**config.mk**
```make
export PLATFORM = sky130hd
export DESIGN_NAME = btn_debounce_edge
export DESIGN_NICKNAME = d
export VERILOG_FILES = /design/src/rtl/btn_pkg.sv /design/src/rtl/sat_counter.sv /design/src/rtl/btn_debounce_edge.sv
export SDC_FILE = /design/constraint.sdc
export NUM_CORES = 1
export LEC_CHECK = 0
export ABC_CLOCK_PERIOD_IN_PS = 1900
export CORE_ASPECT_RATIO = 0.6
export CORE_MARGIN = 5
export CORE_UTILIZATION = 35
export DETAILED_ROUTE_END_ITERATION = 7
export PLACE_DENSITY = 0.63
export SLEW_MARGIN = 10
export SYNTH_ARGS = -nofsm -noshare
export SYNTH_HDL_FRONTEND = slang
export SYNTH_SLANG_ARGS = --single-unit
```
**constraint.sdc**
```tcl
create_clock -name clk -period 1.9 [get_ports clk]
set_input_delay 0.38 -clock clk [delete_from_list [all_inputs] [get_ports clk]]
set_output_delay 0.38 -clock clk [all_outputs]
set_load 0.05 [all_outputs]
```
**src/rtl/btn_pkg.sv**
```systemverilog
// Shared types and default timing constants for the push-button conditioning logic.
package btn_pkg;

  typedef enum logic [1:0] {
    LOW  = 2'b00,
    L2H  = 2'b01,
    HIGH = 2'b11,
    H2L  = 2'b10
  } btn_state_e;

  localparam int DEB_STABLE_CYCLES = 1_000_000;
  localparam int DEB_LONG_CYCLES   = 50_000_000;

endpackage

```
**src/rtl/sat_counter.sv**
```systemverilog
// Up-counter that saturates at LIMIT and emits a registered one-cycle pulse
// on the edge where it reaches LIMIT.
module sat_counter #(
  parameter int W     = 8,
  parameter int LIMIT = 100
) (
  input  logic         clk,
  input  logic         rst_n,
  input  logic         clr,
  input  logic         en,
  output logic [W-1:0] cnt,
  output logic         hit_pulse
);

  localparam logic [W-1:0] LIM = W'(LIMIT);

  logic [W-1:0] cnt_q, cnt_d;
  logic         hit_q, hit_d;

  // A clear on the same edge that would reach LIMIT still reports the hit.
  always_comb begin
    cnt_d = cnt_q;
    hit_d = 1'b0;
    if (en && (cnt_q < LIM)) begin
      cnt_d = cnt_q + 1'b1;
      hit_d = (cnt_q == LIM - 1'b1);
    end
    if (clr) begin
      cnt_d = '0;
    end
  end

  always_ff @(posedge clk or negedge rst_n) begin
    if (!rst_n) begin
      cnt_q <= '0;
      hit_q <= 1'b0;
    end else begin
      cnt_q <= cnt_d;
      hit_q <= hit_d;
    end
  end

  assign cnt       = cnt_q;
  assign hit_pulse = hit_q;

endmodule

```
**src/rtl/btn_debounce_edge.sv**
```systemverilog
// Debounces a synchronized button level and derives edge pulses, a one-shot
// long-press pulse and a wrapping press counter.
module btn_debounce_edge
  import btn_pkg::*;
#(
  parameter int STABLE_CYCLES = DEB_STABLE_CYCLES,
  parameter int LONG_CYCLES   = DEB_LONG_CYCLES,
  parameter int PRESS_CNT_W   = 8
) (
  input  logic                   clk,
  input  logic                   rst_n,
  input  logic                   din,
  output logic                   level,
  output logic                   rise,
  output logic                   fall,
  output logic                   long_press,
  output logic [PRESS_CNT_W-1:0] press_count
);

  localparam int STAB_W = $clog2(STABLE_CYCLES + 1);
  localparam int HOLD_W = $clog2(LONG_CYCLES + 1);
  localparam logic [STAB_W-1:0] STAB_LAST = STAB_W'(STABLE_CYCLES - 1);

  btn_state_e             state_q, state_d;
  logic [STAB_W-1:0]      stab_cnt_q, stab_cnt_d;
  logic                   level_q, level_d;
  logic                   rise_q, rise_d;
  logic                   fall_q, fall_d;
  logic [PRESS_CNT_W-1:0] press_count_q, press_count_d;
  logic                   hold_clr, hold_en;
  logic [HOLD_W-1:0]      hold_cnt;
  logic                   long_hit;

  always_comb begin
    state_d       = state_q;
    stab_cnt_d    = stab_cnt_q;
    level_d       = level_q;
    rise_d        = 1'b0;
    fall_d        = 1'b0;
    press_count_d = press_count_q;
    hold_clr      = 1'b0;
    unique case (state_q)
      LOW: begin
        if (din) begin
          state_d    = L2H;
          stab_cnt_d = '0;
        end
      end
      L2H: begin
        if (!din) begin
          state_d    = LOW;
          stab_cnt_d = '0;
        end else if (stab_cnt_q == STAB_LAST) begin
          state_d       = HIGH;
          stab_cnt_d    = '0;
          level_d       = 1'b1;
          rise_d        = 1'b1;
          press_count_d = press_count_q + 1'b1;
          hold_clr      = 1'b1;
        end else begin
          stab_cnt_d = stab_cnt_q + 1'b1;
        end
      end
      HIGH: begin
        if (!din) begin
          state_d    = H2L;
          stab_cnt_d = '0;
        end
      end
      H2L: begin
        // A bounce back to 1 keeps the press alive, so hold time keeps accruing.
        if (din) begin
          state_d    = HIGH;
          stab_cnt_d = '0;
        end else if (stab_cnt_q == STAB_LAST) begin
          state_d    = LOW;
          stab_cnt_d = '0;
          level_d    = 1'b0;
          fall_d     = 1'b1;
          hold_clr   = 1'b1;
        end else begin
          stab_cnt_d = stab_cnt_q + 1'b1;
        end
      end
      default: begin
        state_d    = LOW;
        stab_cnt_d = '0;
      end
    endcase
  end

  always_ff @(posedge clk or negedge rst_n) begin
    if (!rst_n) begin
      state_q       <= LOW;
      stab_cnt_q    <= '0;
      level_q       <= 1'b0;
      rise_q        <= 1'b0;
      fall_q        <= 1'b0;
      press_count_q <= '0;
    end else begin
      state_q       <= state_d;
      stab_cnt_q    <= stab_cnt_d;
      level_q       <= level_d;
      rise_q        <= rise_d;
      fall_q        <= fall_d;
      press_count_q <= press_count_d;
    end
  end

  assign hold_en = (state_q == HIGH) || (state_q == H2L);

  sat_counter #(
    .W     (HOLD_W),
    .LIMIT (LONG_CYCLES)
  ) u_hold (
    .clk       (clk),
    .rst_n     (rst_n),
    .clr       (hold_clr),
    .en        (hold_en),
    .cnt       (hold_cnt),
    .hit_pulse (long_hit)
  );

  assign level       = level_q;
  assign rise        = rise_q;
  assign fall        = fall_q;
  assign long_press  = long_hit;
  assign press_count = press_count_q;

endmodule

```
==> results.sh, run 1 <==
export IMPL_ir_drop_mv=0.506
export IMPL_cts_max_level=3
export IMPL_wl_per_cell_um=15.8
export IMPL_seq_area_frac_synth_pct=46.0
export IMPL_placedCellCount=541
export IMPL_gp_congestion=0.840
export IMPL_grt_start_max_net_pins=41
export IMPL_path_class="flip-flop to flip-flop"
export IMPL_totalWireLength_um=8880
export IMPL_p_total_mw=5.82
export IMPL_dr_pass1_iters=4
export IMPL_worst_slew_pin_slew_ps=516
export IMPL_power_density_mw_per_mm2=1230
export IMPL_synth_cells=345
export IMPL_worst_hold_slack_ps=33.5
export IMPL_grt_pass1_vias=2896
export IMPL_cts_hold_buffers_added=0
export IMPL_hold_viol=0
export IMPL_track_usage_pct=15.8
export IMPL_die_w_um=135
export IMPL_drc_errors=0
export IMPL_synth_cell_type_count=51
export IMPL_fmax_mhz=501
export IMPL_synth_nets=355
export IMPL_hold_path_class="primary input to async pin"
export IMPL_route_antenna_remaining_nets=0
export IMPL_violations="negative setup slack"
export IMPL_antenna_found_initial=0
export IMPL_finalNonFillerCells=563
export IMPL_cap_viol_max_count=0
export IMPL_dieHeight_um=84.8
export IMPL_setup_viol=21
export IMPL_syn_avg_cell_area_um2=9.45
export IMPL_slew_headroom_pct=65.6
export IMPL_vias=2996
export IMPL_dieArea_mm2=0.0114
export IMPL_io_buffers=14
export IMPL_postSynthRegisterBits=60
export IMPL_internal_power_mw=3.69
export IMPL_yosysTopAreaCell="dfrtp_1"
export IMPL_setup_ws_ps=-96.1
export IMPL_via_per_inst=5.32
export IMPL_syn_area_mm2=0.00326
export IMPL_yosysMostFrequentCell="dfrtp_1"
export IMPL_n_antenna_cell=0
export IMPL_status="finished, violations left"
export IMPL_rsz0062_at_grt="true"
export IMPL_synth_edff_count=0
export IMPL_netlist_area_leader_share_pct=46.0
export IMPL_clockRootBuffer="clkbuf_16"
export IMPL_end_kind="flip-flop"
export IMPL_critical_path_required_ps=2110
export IMPL_combPwrFrac_pct=44.7
export IMPL_clk_latency_ps=330
export IMPL_rr_endpoint="u_hold.cnt[3]$_DFFE_PN0P_"
export IMPL_r2r_start="u_hold.cnt[12]$_DFFE_PN0P_"
export IMPL_dp_hpwl_um=6070
export IMPL_slew_violations=0
export IMPL_cts_tree="built"
export IMPL_synthTopCellsByArea="dfrtp_1, xnor2_1, nor2_1"
export IMPL_drive_gt1_share_pct=38.0
export IMPL_finalClockSkew_ps=12.1
export IMPL_clkSinkCount=60
export IMPL_clk_pin_slew_ps=60
export IMPL_syn_to_final_growth_pct=44.9
export IMPL_synthArstFlopShare_pct=100
export IMPL_cts_buffers=9
export IMPL_final_nets=454
export IMPL_switching_power_mw=2.13
export IMPL_top_level_ports=15
export IMPL_clock_power_share_pct=26.0
export IMPL_rrSetupSlack_ps=-100
export IMPL_synth_flop_cell="dfrtp_1"
export IMPL_period_share_pct=105
export IMPL_overflow=0
export IMPL_rows=27
export IMPL_cp_start_kind="flip-flop"
export IMPL_reg2regPathDepth=9
export IMPL_post_place_ws_ps=-312
export IMPL_grt_pass1_wl_um=14500
export IMPL_switching_share_pct=36.6
export IMPL_clockBufferDepth=2
export IMPL_synth_top_cells_by_count="dfrtp_1, nor2_1, nand2_1"
export IMPL_drt_iter0_markers=155
export IMPL_coreArea_mm2=0.00912
export IMPL_start_util_pct=35.7
export IMPL_crit_fanout=5
export IMPL_ys_warn_count=0
export IMPL_arrival_ps=2210
export IMPL_fin_crit_ps=2000
export IMPL_seq_power_share_pct=29.2
export IMPL_p_leak_nw=2.03
-- kinds of logic after synthesis --
kind of cell / after synthesis / synth area share (%)
and+or+nand+nor: 184 / 30.3
adders and majority gates: 7 / 2.69
DFF: 60 / 46.0
buffers and inverters: 16 / 2.42
AOI/OAI and AO/OA: 40 / 8.02
xor gates and xnor gates: 33 / 8.86
muxes: 5 / 1.65
-- worst max path at each step --
stage	cells after the start	startpoint	end
5_1_grt	8	u_hold.cnt[13]$_DFFE_PN0P_	u_hold.cnt[21]$_DFFE_PN0P_
4_1_cts	7	u_hold.cnt[13]$_DFFE_PN0P_	u_hold.cnt[22]$_DFFE_PN0P_
3_5_place_dp	7	din	stab_cnt_q[18]$_DFFE_PN0P_
2_1_floorplan	7	state_q[0]$_DFFE_PN0P_	stab_cnt_q[15]$_DFFE_PN0P_
6_report	9	u_hold.cnt[12]$_DFFE_PN0P_	u_hold.cnt[3]$_DFFE_PN0P_
3_3_place_gp	7	din	stab_cnt_q[12]$_DFFE_PN0P_
-- placed cells by master (no fill, tap or decap), drive strengths merged, types with 3 or more instances in the layout --
cell type / instances
nand3: 23
ha: 7
nor4: 7
xnor2: 20
a21oi: 11
o21ai: 11
xor2: 13
clkbuf: 12
nor3b: 5
or2: 3
mux2: 3
nor3: 16
and2: 3
nand4: 18
o31ai: 5
inv: 9
and4: 4
dfrtp: 60
buf: 90
and3: 8
nand2: 38
or4: 4
nor2: 45
-- metrics by stage --
step	TNS, ps	area (um2)	utilization [%]
finish	-787	4720	51.8
floorplan	0	3270	-
global placement	-6890	4060	44.5
detailed placement	-9120	4060	44.5
global route	-2910	4720	51.8
CTS	-770	4440	48.6
-- layer usage --
metal / track usage (%) / part of all wire, %
met4: 3.60 / 0.88
met1: 23.3 / 50
met3: 4.49 / 5.5
met5: 0 / 0
met2: 22.9 / 43
-- flip-flops by register name, indices dropped and copies added, names as in the netlist --
register / count
u_hold.cnt: 26
stab_cnt_q: 20
press_count: 8
state_q: 2
fall: 1
level: 1
rise: 1
u_hold.hit_pulse: 1
-- layout make-up --
class,instances,area [um2]
clock inverters,2,10.0
fillers,800,4400
flip-flops and latches,60,1500
repair buffers,94,777
well taps,116,145
clock buffers,12,267
inverters,9,33.8
multi-input cells,270,1990
-- power by group through the flow --
stage	sequential (mW)	combinational, mW	clock, mW
after floorplan	1.69	1.15	0
after global placement	1.68	2.04	0
after detailed placement	1.69	2.07	0
after CTS	1.68	2.20	1.55
after global routing	1.73	2.85	1.60
final	1.70	2.60	1.52
-- timing repair --
action / CTS / global route
setup buffers: 4 / 4
pin swaps: 10 / 16
gates cloned: 0 / 1
resized for setup: 16 / 60
endpoints found under the setup margin: 15 / 58
-- critical path: stages, from the launching register on --
cell and delay [ps]:
dfrtp_1 360, nand4_2 130, or4b_4 520, nor3_4 260, buf_4 180, buf_6 110, buf_6 90, nor3_2 30
xnor2_1 140, nor2_1 50
Note: power is estimated with default switching activity, not from simulation.
==> run 2, diff against run 1 <==
--- a/config.mk
+++ b/config.mk
@@ -10,7 +10,7 @@
 export CORE_MARGIN = 5
 export CORE_UTILIZATION = 35
 export DETAILED_ROUTE_END_ITERATION = 7
-export PLACE_DENSITY = 0.63
+export PLACE_DENSITY = 0.57
 export SLEW_MARGIN = 10
 export SYNTH_ARGS = -nofsm -noshare
 export SYNTH_HDL_FRONTEND = slang
==> results.sh, run 2 (synthesis gave the netlist of run 1 again) <==
export IMPL_final_nets=469
export IMPL_setup_viol=17
export IMPL_rrSetupSlack_ps=-120
export IMPL_largest_register_ffs=26
export IMPL_fin_crit_ps=2020
export IMPL_clkSinkCount=60
export IMPL_final_core_utilization_pct=53.3
export IMPL_post_place_ws_ps=-395
export IMPL_dp_hpwl_um=6000
export IMPL_final_common_cell="buf_4"
export IMPL_grt_pass1_vias=2815
export IMPL_clk_pin_slew_ps=50
export IMPL_vias=3035
export IMPL_finalNonFillerCells=580
export IMPL_n_antenna_cell=0
export IMPL_worst_hold_slack_ps=36.3
export IMPL_io_buffers=14
export IMPL_grt_start_max_net_pins=61
export IMPL_rr_endpoint="u_hold.cnt[11]$_DFFE_PN0P_"
export IMPL_fmax_mhz=494
export IMPL_wl_per_cell_um=15.6
export IMPL_die_w_um=135
export IMPL_totalWireLength_um=9060
export IMPL_dieHeight_um=84.8
export IMPL_rows=27
export IMPL_route_antenna_remaining_nets=0
export IMPL_start_util_pct=35.7
export IMPL_syn_to_final_growth_pct=49.0
export IMPL_hold_path_class="primary input to async pin"
export IMPL_setup_ws_ps=-123
export IMPL_p_leak_nw=2.09
export IMPL_dieArea_mm2=0.0114
export IMPL_crit_slowest_cell="or4_4"
export IMPL_drive_gt1_share_pct=39.2
export IMPL_period_share_pct=106
export IMPL_top_layer_used="met4"
export IMPL_clockBufferDepth=2
export IMPL_arrival_ps=2280
export IMPL_tns_ps=-675
export IMPL_ir_drop_mv=0.421
export IMPL_critical_path_required_ps=2160
export IMPL_end_kind="flip-flop"
export IMPL_path_class="flip-flop to flip-flop"
export IMPL_worst_slew_pin_slew_ps=514
export IMPL_finalClockSkew_ps=10.0
export IMPL_reg2regPathDepth=7
export IMPL_p_total_mw=6.06
export IMPL_clk_latency_ps=330
export IMPL_slew_headroom_pct=65.7
export IMPL_power_density_mw_per_mm2=1250
export IMPL_postLayoutCellArea_mm2=0.00486
export IMPL_placedCellCount=549
export IMPL_max_stage_delay_ps=530
export IMPL_overflow=0
export IMPL_grt_pass1_wl_um=14500
export IMPL_hold_viol=0
export IMPL_top_level_ports=15
export IMPL_antenna_found_initial=0
export IMPL_drc_errors=0
export IMPL_status="finished, violations left"
export IMPL_drt_met1_wl_um=4690
export IMPL_slew_violations=0
export IMPL_via_per_inst=5.23
export IMPL_path_cells="nor3_2, o21a_1, nor3_4, buf_6, or2_4, or4_4, a21oi_2"
export IMPL_coreArea_mm2=0.00912
export IMPL_cp_start_kind="flip-flop"
export IMPL_track_usage_pct=16.0
export IMPL_cts_hold_buffers_added=0
export IMPL_cts_buffers=9
export IMPL_drt_iter0_markers=180
export IMPL_clockRootBuffer="clkbuf_16"
export IMPL_cts_max_level=3
export IMPL_r2r_start="u_hold.cnt[8]$_DFFE_PN0P_"
export IMPL_dr_wl_met3_um=450
export IMPL_dr_pass1_iters=4
export IMPL_final_cell_mix="buf_4, dfrtp_1, nor2_1"
export IMPL_place_area_mm2=0.00412
export IMPL_cts_tree="built"
export IMPL_crit_fanout=8
export IMPL_violations="negative setup slack"
export IMPL_rsz0062_at_grt="true"
export IMPL_wl_met2_um=3810
export IMPL_gp_congestion=0.892
export IMPL_cap_viol_max_count=0
[run 2: final cells by class]
type / count / area, um2
Timing Repair Buffer: 109 / 895
Tap cell: 116 / 145
Clock inverter: 4 / 47.5
Multi-Input combinational cell: 270 / 1970
Sequential cell: 60 / 1510
Inverter: 9 / 36.3
Clock buffer: 12 / 256
Fill cell: 793 / 4260
[run 2: worst max-delay path: cells and delay by family, from the launching register on]
kind / cells / cell delay, ps
buffers and inverters: 1 / 130
and+or+nand+nor: 4 / 1110
AOI/OAI and AO/OA: 2 / 330
DFF: 1 / 390
[run 2: power breakdown]
group          internal (mW)  switching [mW]
combinational           1.30            1.39
sequential              1.49           0.224
clock                   1.08           0.573
total                   3.88            2.19
[run 2: per-layer routing]
| metal | global-route usage [%] | up-vias |
|---|---|---|
| met5 | 0 | - |
| met4 | 4.99 | 0 |
| met3 | 4.49 | 10 |
| met2 | 20.8 | 70 |
| met1 | 25.0 | 1472 |
| li1 | - | 1483 |
[run 2: how the worst max path moves through the flow]
stage / startpoint / to / slack [ps] / cells past startpoint
after floorplan: state_q[0]$_DFFE_PN0P_ / stab_cnt_q[15]$_DFFE_PN0P_ / 7 / 7
after global placement: din / stab_cnt_q[12]$_DFFE_PN0P_ / -330 / 7
after detailed placement: din / stab_cnt_q[15]$_DFFE_PN0P_ / -390 / 8
after CTS: u_hold.cnt[12]$_DFFE_PN0P_ / u_hold.cnt[22]$_DFFE_PN0P_ / -90 / 7
after global routing: u_hold.cnt[20]$_DFFE_PN0P_ / u_hold.cnt[11]$_DFFE_PN0P_ / -180 / 8
final: u_hold.cnt[8]$_DFFE_PN0P_ / u_hold.cnt[11]$_DFFE_PN0P_ / -120 / 7
[run 2: repair_timing]
action                                  in CTS  in global routing
pin swaps                                    5                 23
endpoints found under the setup margin      28                 55
gates resized for setup                     20                 55
gates cloned                                 2                  0
setup buffers                                4                  9
==> run 3, diff against run 2 <==
--- a/config.mk
+++ b/config.mk
@@ -10,7 +10,6 @@
 export CORE_MARGIN = 5
 export CORE_UTILIZATION = 35
 export DETAILED_ROUTE_END_ITERATION = 7
-export PLACE_DENSITY = 0.57
 export SLEW_MARGIN = 10
 export SYNTH_ARGS = -nofsm -noshare
 export SYNTH_HDL_FRONTEND = slang
==> results.sh, run 3 (synthesis gave the netlist of run 1 again) <==
export IMPL_coreArea_mm2=0.00912
export IMPL_drive_gt1_share_pct=34.2
export IMPL_cts_hold_buffers_added=0
export IMPL_cap_viol_max_count=0
export IMPL_fin_crit_ps=2020
export IMPL_gp_congestion=0.882
export IMPL_clock_power_share_pct=27.9
export IMPL_arrival_ps=2270
export IMPL_clockRootBuffer="clkbuf_16"
export IMPL_overflow=0
export IMPL_period_share_pct=106
export IMPL_combPwrFrac_pct=42.4
export IMPL_worst_slew_pin_slew_ps=530
export IMPL_finalNonFillerCells=572
export IMPL_via_per_inst=5.30
export IMPL_finalClockSkew_ps=4.89
export IMPL_wl_met2_um=3820
export IMPL_dr_pass1_iters=4
export IMPL_cts_tree="built"
export IMPL_top_layer_used="met4"
export IMPL_drt_iter0_markers=269
export IMPL_totalWireLength_um=8740
export IMPL_setup_ws_ps=-117
export IMPL_path_class="flip-flop to flip-flop"
export IMPL_grt_start_max_net_pins=61
export IMPL_clockBufferDepth=2
export IMPL_setup_viol=18
export IMPL_rsz0062_at_grt="true"
export IMPL_switching_share_pct=36.6
export IMPL_place_area_mm2=0.00409
export IMPL_drt_met1_wl_um=4420
export IMPL_largest_register_ffs=26
export IMPL_io_buffers=14
export IMPL_r2r_start="u_hold.cnt[24]$_DFFE_PN0P_"
export IMPL_p_leak_nw=2.02
export IMPL_rr_endpoint="u_hold.cnt[11]$_DFFE_PN0P_"
export IMPL_dieHeight_um=84.8
export IMPL_fillers=833
export IMPL_cts_max_level=3
export IMPL_crit_fanout=10
export IMPL_dieArea_mm2=0.0114
export IMPL_hold_viol=0
export IMPL_syn_to_final_growth_pct=43.1
export IMPL_end_kind="flip-flop"
export IMPL_worst_hold_slack_ps=43.9
export IMPL_route_antenna_remaining_nets=0
export IMPL_dr_wl_met3_um=413
export IMPL_start_util_pct=35.7
export IMPL_clk_latency_ps=330
export IMPL_violations="negative setup slack"
export IMPL_cts_buffers=9
export IMPL_switching_power_mw=2.11
export IMPL_slew_violations=0
export IMPL_post_place_ws_ps=-323
export IMPL_rrSetupSlack_ps=-120
export IMPL_final_common_cell="buf_4"
export IMPL_antenna_found_initial=0
export IMPL_final_cell_mix="buf_4, dfrtp_1, nor2_1"
export IMPL_grt_pass1_wl_um=14200
export IMPL_critical_path_required_ps=2150
export IMPL_seq_power_share_pct=29.7
export IMPL_die_w_um=135
export IMPL_slew_headroom_pct=64.5
export IMPL_rows=27
export IMPL_reg2regPathDepth=6
export IMPL_hold_path_class="primary input to async pin"
export IMPL_wl_per_cell_um=15.3
export IMPL_placedCellCount=546
export IMPL_cp_start_kind="flip-flop"
export IMPL_vias=3032
export IMPL_power_density_mw_per_mm2=1240
export IMPL_clk_pin_slew_ps=60
export IMPL_top_level_ports=15
export IMPL_ir_drop_mv=0.486
export IMPL_track_usage_pct=15.8
export IMPL_n_antenna_cell=0
export IMPL_internal_power_mw=3.65
export IMPL_clkSinkCount=60
export IMPL_postLayoutCellArea_mm2=0.00466
export IMPL_final_nets=461
export IMPL_grt_pass1_vias=2885
export IMPL_drc_errors=0
export IMPL_dp_hpwl_um=6000
export IMPL_status="finished, violations left"
export IMPL_fmax_mhz=496
export IMPL_tns_ps=-1160
run 3: changes by cell type in the layout (fill, tap and decap cells not counted), moves of 3 or more:
cell / change
nor4_1: +3
mux2_4: +3
mux2_2: -3
buf_6: -10
o21ai_1: +3
nor4_2: -4
run 3: layout make-up:
type                            instances  area (um2)  area share, %
Multi-Input combinational cell        269        1890           40.5
Sequential cell                        60        1500           32.2
Timing Repair Buffer                  102         802           17.2
Clock buffer                            9         225           4.83
Tap cell                              116         145           3.11
Clock inverter                          7        67.6           1.45
Inverter                                9        33.8          0.724
run 3: power by group through the flow:
| stage | clock network [mW] | logic, mW | registers [mW] |
|---|---|---|---|
| 5_1_grt | 1.71 | 2.67 | 1.74 |
| 6_report | 1.61 | 2.44 | 1.71 |
| 2_1_floorplan | 0 | 1.15 | 1.69 |
| 4_1_cts | 1.65 | 2.06 | 1.68 |
| 3_5_place_dp | 0 | 2.03 | 1.68 |
| 3_3_place_gp | 0 | 1.99 | 1.68 |
run 3: worst max path at each step:
stage                                       to  depth (start not counted)                  startpoint  slack, ps
floorplan           stab_cnt_q[15]$_DFFE_PN0P_                          7      state_q[0]$_DFFE_PN0P_          7
global placement    stab_cnt_q[18]$_DFFE_PN0P_                          7                         din       -300
detailed placement  stab_cnt_q[18]$_DFFE_PN0P_                          7                         din       -320
CTS                 u_hold.cnt[11]$_DFFE_PN0P_                          6   u_hold.cnt[8]$_DFFE_PN0P_       -110
global route        u_hold.cnt[11]$_DFFE_PN0P_                          6  u_hold.cnt[20]$_DFFE_PN0P_       -170
finish              u_hold.cnt[11]$_DFFE_PN0P_                          6  u_hold.cnt[24]$_DFFE_PN0P_       -120
run 3: critical path: stages (launching register included):
cell and delay, ps:
dfrtp_1 390, inv_1 70, a31oi_1 280, o221ai_2 180, or2_4 340, or4_1 520, a21oi_1 160
run 3: timing repair:
action                     4_1_cts  5_1_grt
gates resized for setup          9       39
setup endpoints to repair       30       46
gates cloned                     0        1
pin swaps                        0       15
buffers inserted                 1        8
run 3: metrics by stage:
step,power (mW),utilization (%)
floorplan,2.84,-
global placement,3.67,44.9
detailed placement,3.71,44.9
CTS,5.38,48.4
global route,6.13,51.1
finish,5.76,51.1
run 3: per-layer routing:
layer  vias up  track usage, %
li1       1456               -
met1      1494            23.3
met2        74            21.8
met3         8            5.39
met4         0            4.25
met5         -               0
